<file path="src/rtl/pipeline_job_sequencer_pkg.sv">
// Shared types and widths for the pipeline job sequencer.
// Holds the FSM state encoding and the fixed data widths of the permutation pipeline.
package pipeline_job_sequencer_pkg;

   localparam int unsigned TopWidth      = 128;
   localparam int unsigned BotWidth      = 128;
   localparam int unsigned ResSumWidth   = 48;
   localparam int unsigned ResCountWidth = 13;

   typedef enum logic [2:0] {
      StIdle,
      StSettle,
      StFeed,
      StDrain,
      StDone
   } seq_state_e;

endpackage

</file>
<file path="src/rtl/sequencer_credit_counter.sv">
// Up/down counter of bots written into the pipeline but not yet retired by a result grab.
// Provides full/empty flags used to gate bot writes and result grabs.
module sequencer_credit_counter #(
   parameter int unsigned MaxCount   = 32,
   parameter int unsigned CountWidth = $clog2(MaxCount) + 1
) (
   input  logic                  clk,
   input  logic                  rst_n,
   input  logic                  inc_i,
   input  logic                  dec_i,
   output logic [CountWidth-1:0] count_o,
   output logic                  full_o,
   output logic                  empty_o
);

   logic [CountWidth-1:0] count_q, count_d;

   always_comb begin
      count_d = count_q;
      case ({inc_i, dec_i})
         2'b10:   count_d = count_q + 1'b1;
         2'b01:   count_d = count_q - 1'b1;
         default: count_d = count_q;
      endcase
   end

   always_ff @(posedge clk or negedge rst_n) begin
      if (!rst_n) begin
         count_q <= '0;
      end else begin
         count_q <= count_d;
      end
   end

   assign count_o = count_q;
   assign full_o  = (count_q == CountWidth'(MaxCount));
   assign empty_o = (count_q == '0);

   credit_no_overflow: assert property (@(posedge clk) disable iff (!rst_n)
      (full_o && inc_i) |-> dec_i);
   credit_no_underflow: assert property (@(posedge clk) disable iff (!rst_n)
      !(empty_o && dec_i));
   credit_in_range: assert property (@(posedge clk) disable iff (!rst_n)
      count_q <= CountWidth'(MaxCount));

endmodule

</file>
<file path="src/rtl/pipeline_job_sequencer.sv">
// Job controller in front of one permutation pipeline: holds the top, streams bots under a
// credit limit, retires results from the pipeline output FIFO and accumulates the job total.
module pipeline_job_sequencer
   import pipeline_job_sequencer_pkg::*;
#(
   parameter int unsigned BOT_COUNT_WIDTH = 16,
   parameter int unsigned MAX_OUTSTANDING = 32,
   parameter int unsigned TOP_SETTLE      = 4,
   localparam int unsigned OutW           = $clog2(MAX_OUTSTANDING) + 1
) (
   input  logic                                   clk,
   input  logic                                   rst_n,
   input  logic                                   jobStart,
   input  logic [TopWidth-1:0]                    jobTop,
   input  logic [BOT_COUNT_WIDTH-1:0]             jobBotCount,
   output logic                                   jobReady,
   input  logic [BotWidth-1:0]                    botIn,
   input  logic                                   botInValid,
   output logic                                   botInReady,
   output logic [TopWidth-1:0]                    pipeTop,
   output logic [BotWidth-1:0]                    pipeBot,
   output logic                                   pipeWriteBot,
   input  logic                                   pipeReadyForInputBot,
   input  logic                                   pipeResultsAvailable,
   output logic                                   pipeGrabResults,
   input  logic [ResSumWidth-1:0]                 pipePcoeffSum,
   input  logic [ResCountWidth-1:0]               pipePcoeffCount,
   input  logic                                   pipeEccStatus,
   output logic                                   jobDone,
   output logic [ResSumWidth+BOT_COUNT_WIDTH-1:0] jobSum,
   output logic [ResCountWidth+BOT_COUNT_WIDTH-1:0] jobCountSum,
   output logic                                   jobEccError,
   output logic [OutW-1:0]                        outstanding
);

   localparam int unsigned SettleW = (TOP_SETTLE > 1) ? $clog2(TOP_SETTLE) : 1;
   localparam int unsigned SumW    = ResSumWidth + BOT_COUNT_WIDTH;
   localparam int unsigned CsumW   = ResCountWidth + BOT_COUNT_WIDTH;

   seq_state_e                 state_q, state_d;
   logic [TopWidth-1:0]        top_q, top_d;
   logic [BotWidth-1:0]        bot_q, bot_d;
   logic [BOT_COUNT_WIDTH-1:0] count_q, count_d;
   logic [BOT_COUNT_WIDTH-1:0] bots_sent_q, bots_sent_d;
   logic [BOT_COUNT_WIDTH-1:0] results_got_q, results_got_d;
   logic [SettleW-1:0]         settle_q, settle_d;
   logic [SumW-1:0]            sum_q, sum_d;
   logic [CsumW-1:0]           csum_q, csum_d;
   logic                       ecc_q, ecc_d;
   logic                       write_q, write_d;
   logic                       grab_q, grab_d;
   logic                       done_q, done_d;

   logic credit_full, credit_empty;
   logic retiring, grab, xfer;

   assign retiring   = (state_q == StFeed) || (state_q == StDrain);
   assign botInReady = (state_q == StFeed) && pipeReadyForInputBot && !credit_full &&
                       (bots_sent_q < count_q);
   assign xfer       = botInValid && botInReady;
   // Grabs are spaced by one idle cycle so the FIFO flag can settle after each read.
   assign grab       = retiring && pipeResultsAvailable && !credit_empty && !grab_q;

   sequencer_credit_counter #(
      .MaxCount   (MAX_OUTSTANDING),
      .CountWidth (OutW)
   ) u_credit (
      .clk     (clk),
      .rst_n   (rst_n),
      .inc_i   (xfer),
      .dec_i   (grab),
      .count_o (outstanding),
      .full_o  (credit_full),
      .empty_o (credit_empty)
   );

   always_comb begin
      state_d       = state_q;
      top_d         = top_q;
      bot_d         = bot_q;
      count_d       = count_q;
      bots_sent_d   = bots_sent_q;
      results_got_d = results_got_q;
      settle_d      = settle_q;
      sum_d         = sum_q;
      csum_d        = csum_q;
      ecc_d         = ecc_q;
      write_d       = 1'b0;
      grab_d        = grab;
      done_d        = 1'b0;

      if (xfer) begin
         bot_d       = botIn;
         write_d     = 1'b1;
         bots_sent_d = bots_sent_q + 1'b1;
      end

      // Result data from the pipeline is valid the cycle after the grab strobe.
      if (grab_q) begin
         sum_d         = sum_q + {{BOT_COUNT_WIDTH{1'b0}}, pipePcoeffSum};
         csum_d        = csum_q + {{BOT_COUNT_WIDTH{1'b0}}, pipePcoeffCount};
         ecc_d         = ecc_q | pipeEccStatus;
         results_got_d = results_got_q + 1'b1;
      end

      unique case (state_q)
         StIdle: begin
            if (jobStart) begin
               top_d         = jobTop;
               count_d       = jobBotCount;
               bots_sent_d   = '0;
               results_got_d = '0;
               settle_d      = '0;
               sum_d         = '0;
               csum_d        = '0;
               ecc_d         = 1'b0;
               state_d       = StSettle;
            end
         end
         StSettle: begin
            settle_d = settle_q + 1'b1;
            if (settle_q == SettleW'(TOP_SETTLE - 1)) begin
               state_d = (count_q == '0) ? StDone : StFeed;
            end
         end
         StFeed: begin
            if (bots_sent_q == count_q) state_d = StDrain;
         end
         StDrain: begin
            if (results_got_q == count_q) state_d = StDone;
         end
         StDone: begin
            done_d  = 1'b1;
            state_d = StIdle;
         end
         default: state_d = StIdle;
      endcase
   end

   always_ff @(posedge clk or negedge rst_n) begin
      if (!rst_n) begin
         state_q       <= StIdle;
         top_q         <= '0;
         bot_q         <= '0;
         count_q       <= '0;
         bots_sent_q   <= '0;
         results_got_q <= '0;
         settle_q      <= '0;
         sum_q         <= '0;
         csum_q        <= '0;
         ecc_q         <= 1'b0;
         write_q       <= 1'b0;
         grab_q        <= 1'b0;
         done_q        <= 1'b0;
      end else begin
         state_q       <= state_d;
         top_q         <= top_d;
         bot_q         <= bot_d;
         count_q       <= count_d;
         bots_sent_q   <= bots_sent_d;
         results_got_q <= results_got_d;
         settle_q      <= settle_d;
         sum_q         <= sum_d;
         csum_q        <= csum_d;
         ecc_q         <= ecc_d;
         write_q       <= write_d;
         grab_q        <= grab_d;
         done_q        <= done_d;
      end
   end

   assign jobReady        = (state_q == StIdle);
   assign pipeTop         = top_q;
   assign pipeBot         = bot_q;
   assign pipeWriteBot    = write_q;
   assign pipeGrabResults = grab;
   assign jobDone         = done_q;
   assign jobSum          = sum_q;
   assign jobCountSum     = csum_q;
   assign jobEccError     = ecc_q;

endmodule

</file>
<file path="config.mk">
export PLATFORM = sky130hd
export DESIGN_NAME = pipeline_job_sequencer
export DESIGN_NICKNAME = d
export VERILOG_FILES = /design/src/rtl/pipeline_job_sequencer_pkg.sv /design/src/rtl/sequencer_credit_counter.sv /design/src/rtl/pipeline_job_sequencer.sv
export SDC_FILE = /design/constraint.sdc
export NUM_CORES = 1
export LEC_CHECK = 0
export CORE_AREA = 2 2 273 275
export CTS_CLUSTER_DIAMETER = 30
export DETAILED_ROUTE_END_ITERATION = 10
export DIE_AREA = 0 0 275 277
export PLACE_DENSITY_LB_ADDON = 0.3
export SYNTH_ARGS = -nofsm -noshare
export SYNTH_HDL_FRONTEND = slang
export SYNTH_SLANG_ARGS = --single-unit
export TNS_END_PERCENT = 50
</file>
<file path="constraint.sdc">
create_clock -name clk -period 11.8 [get_ports clk]
set_input_delay 2.36 -clock clk [delete_from_list [all_inputs] [get_ports clk]]
set_output_delay 2.36 -clock clk [all_outputs]
set_load 0.005 [all_outputs]
</file>
==> results.md, run 1 <==
- CP max stage cell: a2111oi_0
- Area of the multi-input gates: 0.00940 mm^2
- I/O pins: 701
- Simple-Gate Fraction of Synth Area: 0.246
- Crit Path Class: primary input to primary output
- Leak: 15.0 nW
- Total iterations of the first detailed-routing run: 6
- Final worst path period need: 6.92 ns
- # Post-CTS Setup Buffers: 0
- Ys async rst share: 1.00
- Total GRT Usage: 0.188
- I/O Buffers: 700
- Wire per inst: 17.8 um
- Clk_skew: 0.0439 ns
- Number of global-route vias before repair: 18900
- Worst hold slack: 0.466 ns
- Hold crit path type: flip-flop to flip-flop
- RSZ-0062 raised after global routing: false
- Post-synthesis adder-cell area fraction: 0.0553
- Final hold violation count: 0
- Die Width: 275 um
- Setup violations, final: 0
- DR WL met2: 35500 um
- DRT iter0 DRCs: 1256
- Fillers: 7180
- First-pass GRT wire length: 112000 um
- H-tree depth: 3
- DR top layer: met5
- Total length of routed wires: 73000 um
- Final worst-path cycle share: 0.587
- Slew margin rel.: 0.213
- Nets: 3460
- Total die area: 0.0762 mm^2
- Num CTS Buffers: 110
- Post_cts resized: 0
- HP Start: pipeTop[34]
- Rows: 100
- Worst r2r path cells: 14
- Sequential-to-total area share from yosys stat: 0.508
- Mux contribution to synthesized area: 0.0169
- Clock sinks: 412
- R2r endpoint: u_credit.count_o[5]
- Xor and xnor fraction of the mapped netlist area: 0.0483
- Max-cap viol count: 0
- WP data arrival: 4.56 ns
- Run status: finished clean
- Post-synth EDFFs: 0
- Final Max Tran Viols: 0
- Layout area overhead: 57.9%
- Crit-path cells: clkdlybuf4s50_1 > or4b_1 > a2111oi_0 > nor2b_1 > clkdlybuf4s50_1
- Detailed-route via count: 18800
- Crit path capture type: primary output
- Post-synth top area cell: dfrtp_1
- Clk_lat worst skew: 0.66 ns
- Core Box Area: 0.0736 mm^2
- Die height: 277 um
- Clk buf depth: 3
- Synthesized flop and latch total: 412
- Pwr Density: 224 mW/mm^2
- Syn_nets: 2745
- R2r setup slk: 6.45 ns
- Post-route ant nets: 0
- Setup TNS: 0 ns
- CTS tree: done
- Tot Pwr: 7.18 mW
- Critical path peak fanout: 2
- Gr ovfl total: 0
- Critical path startpoint category: primary input
- Worst-Margin Slew: 1.17 ns
- Largest family of logic cells by synthesized area: simple AND/OR/NAND/NOR gates
- Syn_area_per_cell: 8.76 um^2
- Req. time, crit path: 9.44 ns
- Starting density of the core: 0.276
- Remaining DRCs: 0
- Mapped Cells: 2317
- Root buf cell: clkbuf_16
- Largest net degree at the start of global routing: 99
- Predominant post-synthesis flop cell: dfrtp_1
- Reg clk slew, reported paths: 0.04 ns
- Placed wire-length estimate: 52700 um
- Hold-fix buffer count after cts: 0
- CP most frequent cell: clkdlybuf4s50_1
- Synth Cell Area: 0.0203 mm^2
- FMAX: 0.144 GHz
- Synth Warn #: 0
- Post-synth top area share: 0.508
- Slowest stage delay, CP: 0.54 ns
- Antenna violations before repair: 6
- Area occupied by registers: 0.0103 mm^2
- Share of cells above drive strength 1: 0.0682
- Met3 WL: 4770 um
- Top cells by area, synth: dfrtp_1 (51%), nand2_1 (16%), ha_1 (5.2%), nor2_1 (2.6%), a21oi_1 (2.5%)
- Gpl congestion: 0.891
- RR Startpoint: state_q[2]
- Max VDD drop: 133 uV
- Vias per cell: 4.58
- Synth Area in Compound Gates: 0.0960
- Yosys cell types: 68
- Hold Path Depth: 2
- Hold path endpoint: pipeTop[34]
- Met1 Wirelength: 30700 um
==> final cells by class <==
class / instances / area share
sequential: 412 / 0.322
multi-input combinational: 1755 / 0.293
timing repair buffer: 714 / 0.222
clock buffer: 155 / 0.0977
tap: 969 / 0.0378
clock inverter: 50 / 0.0227
inverter: 39 / 0.00464
antenna: 4 / 0.000312
==> layer usage <==
metal  up-vias  track usage
met1      8921        0.233
met3       131       0.0529
li1       9157            -
met5         -            0
met2       573        0.310
met4         4       0.0681
==> synthesized netlist by cell type (7+ instances only) <==
| library cell | n |
|---|---|
| a21o_1 | 41 |
| clkbuf_1 | 81 |
| nand3_1 | 37 |
| nand4_1 | 36 |
| nand3b_1 | 7 |
| nor3_1 | 23 |
| xnor2_1 | 57 |
| o31ai_1 | 7 |
| a211oi_1 | 12 |
| and2_1 | 7 |
| inv_1 | 37 |
| nor4_1 | 9 |
| or3_1 | 12 |
| and3_1 | 17 |
| o21ai_1 | 15 |
| o22ai_1 | 8 |
| nor2_1 | 139 |
| mux2i_1 | 32 |
| a31oi_1 | 12 |
| nor2b_1 | 9 |
| buf_2 | 24 |
| xor2_1 | 55 |
| ha_1 | 85 |
| o21bai_1 | 13 |
| dfrtp_1 | 412 |
| or4_1 | 10 |
| nand2_1 | 884 |
| o21ai_0 | 58 |
| a21oi_1 | 100 |
| o211ai_1 | 8 |
==> where the power goes <==
| group | switching [mW] | internal [mW] |
|---|---|---|
| clock | 0.915 | 2.15 |
| sequential | 0.251 | 1.67 |
| combinational | 1.10 | 1.10 |
==> state kept, by name, summed over array words and instances (netlist names) <==
register	flops
jobSum	64
jobCountSum	29
pipeWriteBot	1
results_got_q	16
state_q	3
jobDone	1
pipeTop	128
pipeBot	128
bots_sent_q	16
jobEccError	1
count_q	16
grab_q	1
settle_q	2
u_credit.count_o	6
==> through the flow <==
stage / setup slack, ns / utilization / instance area (um^2) / std cells
2_1_floorplan: 6.12 / - / 20300 / 2317
3_3_place_gp: 4.62 / 0.383 / 28200 / 3889
3_5_place_dp: 4.52 / 0.383 / 28200 / 3889
4_1_cts: 4.87 / 0.436 / 32100 / 4094
5_1_grt: 4.81 / 0.436 / 32100 / 4098
6_report: 4.88 / 0.436 / 32100 / 4098
==> how the worst max path moves through the flow <==
stage | startpoint | to | slack, ns | cells past startpoint
detailed placement | pipeReadyForInputBot | u_credit.count_o[5] | 4.52 | 14
CTS | pipeReadyForInputBot | botInReady | 4.87 | 5
floorplan | pipeReadyForInputBot | botInReady | 6.12 | 3
finish | pipeReadyForInputBot | botInReady | 4.88 | 5
global placement | pipeReadyForInputBot | u_credit.count_o[5] | 4.62 | 14
global route | pipeReadyForInputBot | botInReady | 4.81 | 5
==> critical path, delay by kind of cell <==
kind | cells | cell delay (ns)
and+or+nand+nor | 2 | 0.68
AOI/OAI and AO/OA | 1 | 0.54
buffers and inverters | 2 | 0.99
==> cell usage in the layout (no fill, tap or decap), types with 8 or more instances in the layout <==
cell and count:
nor2b_1 9, nand4_1 36, clkinv_2 23, mux2i_1 32
inv_1 37, and3_1 17, nand3_1 37, dfrtp_1 411
o211ai_1 8, a211oi_1 12, o22ai_1 8, clkbuf_8 21
clkbuf_16 110, nand2_1 883, o21ai_0 58, ha_1 85
buf_4 14, nor4_1 9, a21o_1 41, nor3_1 23
xor2_1 55, nor2_1 139, clkdlybuf4s50_1 699, o21ai_1 15
a21oi_1 100, clkbuf_1 24, xnor2_1 57, bufinv_16 15
or4_1 10, or3_1 12, a31oi_1 12, o21bai_1 13
==> logic make-up after synthesis <==
family	Yosys count
buffers and inverters	150
AOI/OAI and AO/OA	310
and+or+nand+nor	1211
muxes	34
adders and majority gates	88
xor gates and xnor gates	112
DFF	412
Power figures use the tool's default switching activity.
==> run 2: changes to the inputs <==
Clock period 11.8 ns to 6.3 ns, I/O delays scaled along.
==> run 2 against run 1 <==
  * Combinational power increased by 88%
  * Core utilization rose by 0.50 points
  * Critical path depth stayed put
  * Clock-buffer cell count decreased by 14
  * Flip-flop and latch count did not move
  * Sequential share of layout area decreased by 0.36 points
  * Register-to-register slack worse by 4.2 ns
==> results.md, run 2 (synthesis gave the netlist of run 1 again) <==
- Final worst path period need: 4.59 ns
- I/O Buffers: 700 (unchanged)
- Remaining DRCs: 0 (unchanged)
- Max-cap viol count: 0 (unchanged)
- Die height: 277 um (unchanged)
- Run status: finished clean
- Worst-Margin Slew: 1.18 ns (+0.00965 ns)
- Finished Cell Area: 0.0324 mm^2 (+1.1%)
- Slew margin rel.: 0.207 (-0.00647)
- WP data arrival: 3.33 ns (-1.23 ns)
- FMAX: 0.218 GHz
- Starting density of the core: 0.276 (unchanged)
- Leak: 15.1 nW (+0.75%)
- Nets: 3459 (-0.029%)
- Post_cts resized: 0 (unchanged)
- Most frequent cells in the layout: nand2_1 (883), clkdlybuf4s50_1 (699), dfrtp_1 (411)
- Post-route ant nets: 0 (unchanged)
- Commonest non-fill, non-tap cell in the layout: nand2_1
- Final worst-path cycle share: 0.728
- DRT iter0 DRCs: 1230 (-2.1%)
- # Post-CTS Setup Buffers: 0 (unchanged)
- Area of the multi-input gates: 0.00940 mm^2 (unchanged)
- Crit path capture type: primary output
- CTS tree: done
- Total length of routed wires: 73300 um (+0.49%)
- Wire per inst: 17.9 um (+0.41%)
- Crit Path Class: primary input to primary output
- I/O pins: 701 (unchanged)
- Critical path peak fanout: 2 (unchanged)
- H-tree depth: 3 (unchanged)
- Final Non-Filler Cells: 4101 (+0.073%)
- Antenna violations before repair: 8 (+2)
- Hold-fix buffer count after cts: 0 (unchanged)
- Placed cell areas: 0.0282 mm^2 (+0.15%)
- Hold crit path type: flip-flop to flip-flop
- Gr ovfl total: 0 (unchanged)
- Placed wire-length estimate: 52700 um (about the same)
- Post-placement cell count: 3888 (-0.026%)
- Tot Pwr: 13.9 mW (+93%)
- Area occupied by registers: 0.0103 mm^2 (unchanged)
- Largest net degree at the start of global routing: 141 (+42%)
- Detailed-route via count: 18600 (-0.87%)
- Layout area overhead: 59.7%
- Vias per cell: 4.54 (-0.94%)
- Setup violations, final: 0 (unchanged)
- Clk_lat worst skew: 0.69 ns (+0.03 ns)
- Critical path startpoint category: primary input
- First-pass GRT wire length: 112000 um (+0.16%)
- Clock sinks: 412 (unchanged)
- Share of cells above drive strength 1: 0.0735 (+0.00537)
- Req. time, crit path: 5.04 ns (-4.40 ns)
- Gpl congestion: 0.899 (+0.89%)
- Setup TNS: 0 ns (unchanged)
- Pwr Density: 428 mW/mm^2 (+91%)
- Final Max Tran Viols: 0 (unchanged)
- Clk_skew: 0.0588 ns (+0.0149 ns)
- Total iterations of the first detailed-routing run: 5 (-1)
- Clk buf depth: 3 (unchanged)
- Total die area: 0.0762 mm^2 (unchanged)
- Num CTS Buffers: 110 (unchanged)
- Root buf cell: clkbuf_16
- RSZ-0062 raised after global routing: false
- Die Width: 275 um (unchanged)
- Final hold violation count: 0 (unchanged)
- Total GRT Usage: 0.189 (+0.000836)
- Reg clk slew, reported paths: 0.04 ns (about the same)
- Fillers: 7100 (-1.1%)
- Max VDD drop: 255 uV (+92%)
- Core Box Area: 0.0736 mm^2 (unchanged)
- Rows: 100 (unchanged)
- Number of global-route vias before repair: 18800 (-0.22%)
- Final Util: 0.441 (+0.00500)
run 2: cell count changes in the layout (fill, tap and decap cells not counted), sizes merged:
cell | before | now
clkinv | 29 | 30
buf | 15 | 14
bufinv | 15 | 21
clkbuf | 155 | 141
clkinvlp | 5 | 16
run 2: layout make-up:
cell class / count / area share
timing repair buffer: 713 / 0.221
sequential: 412 / 0.318
tap: 969 / 0.0374
antenna: 4 / 0.000309
clock inverter: 68 / 0.0341
inverter: 39 / 0.00459
clock buffer: 141 / 0.0949
multi-input combinational: 1755 / 0.290
run 2: metrics by stage:
step	hold WS (ns)	worst slack [ns]
after floorplan	0.463	2.01
after global placement	0.456	1.25
after detailed placement	0.461	1.33
after CTS	0.472	1.68
after global routing	0.482	1.63
final	0.465	1.71
run 2: final timing paths:
path                                           start  depth (start not counted)  slack [ns]             endpoint
worst min-delay path                     pipeTop[15]                          2        0.47          pipeTop[15]
worst min register to register           pipeTop[15]                          2        0.47          pipeTop[15]
worst max register to register        bots_sent_q[1]                         17        2.22  u_credit.count_o[5]
min in group asynchronous                      rst_n                          1        0.62         pipeBot[116]
worst max-delay path            pipeReadyForInputBot                          5        1.71           botInReady
max in group asynchronous                      rst_n                          2        4.25         pipeTop[107]
run 2: report_power, final:
part / internal, mW / leakage (nW) / switching, mW
Combinational: 2.06 / 7.88 / 2.06
Clock: 4.32 / 1.99 / 1.86
Sequential: 3.13 / 5.26 / 0.470
run 2: worst max-delay path, stage by stage:
cell             delay [ns]
clkdlybuf4s50_1        0.44
or4b_1                 0.44
a2111oi_0              0.44
nor2b_1                0.20
clkdlybuf4s50_1        0.55
run 2: layer usage:
layer	GRT usage	wire [um]	vias up
li1	-	-	9149
met1	0.235	30500	8753
met2	0.303	34900	572
met3	0.0593	5670	143
met4	0.0730	2240	6
met5	0	38	-
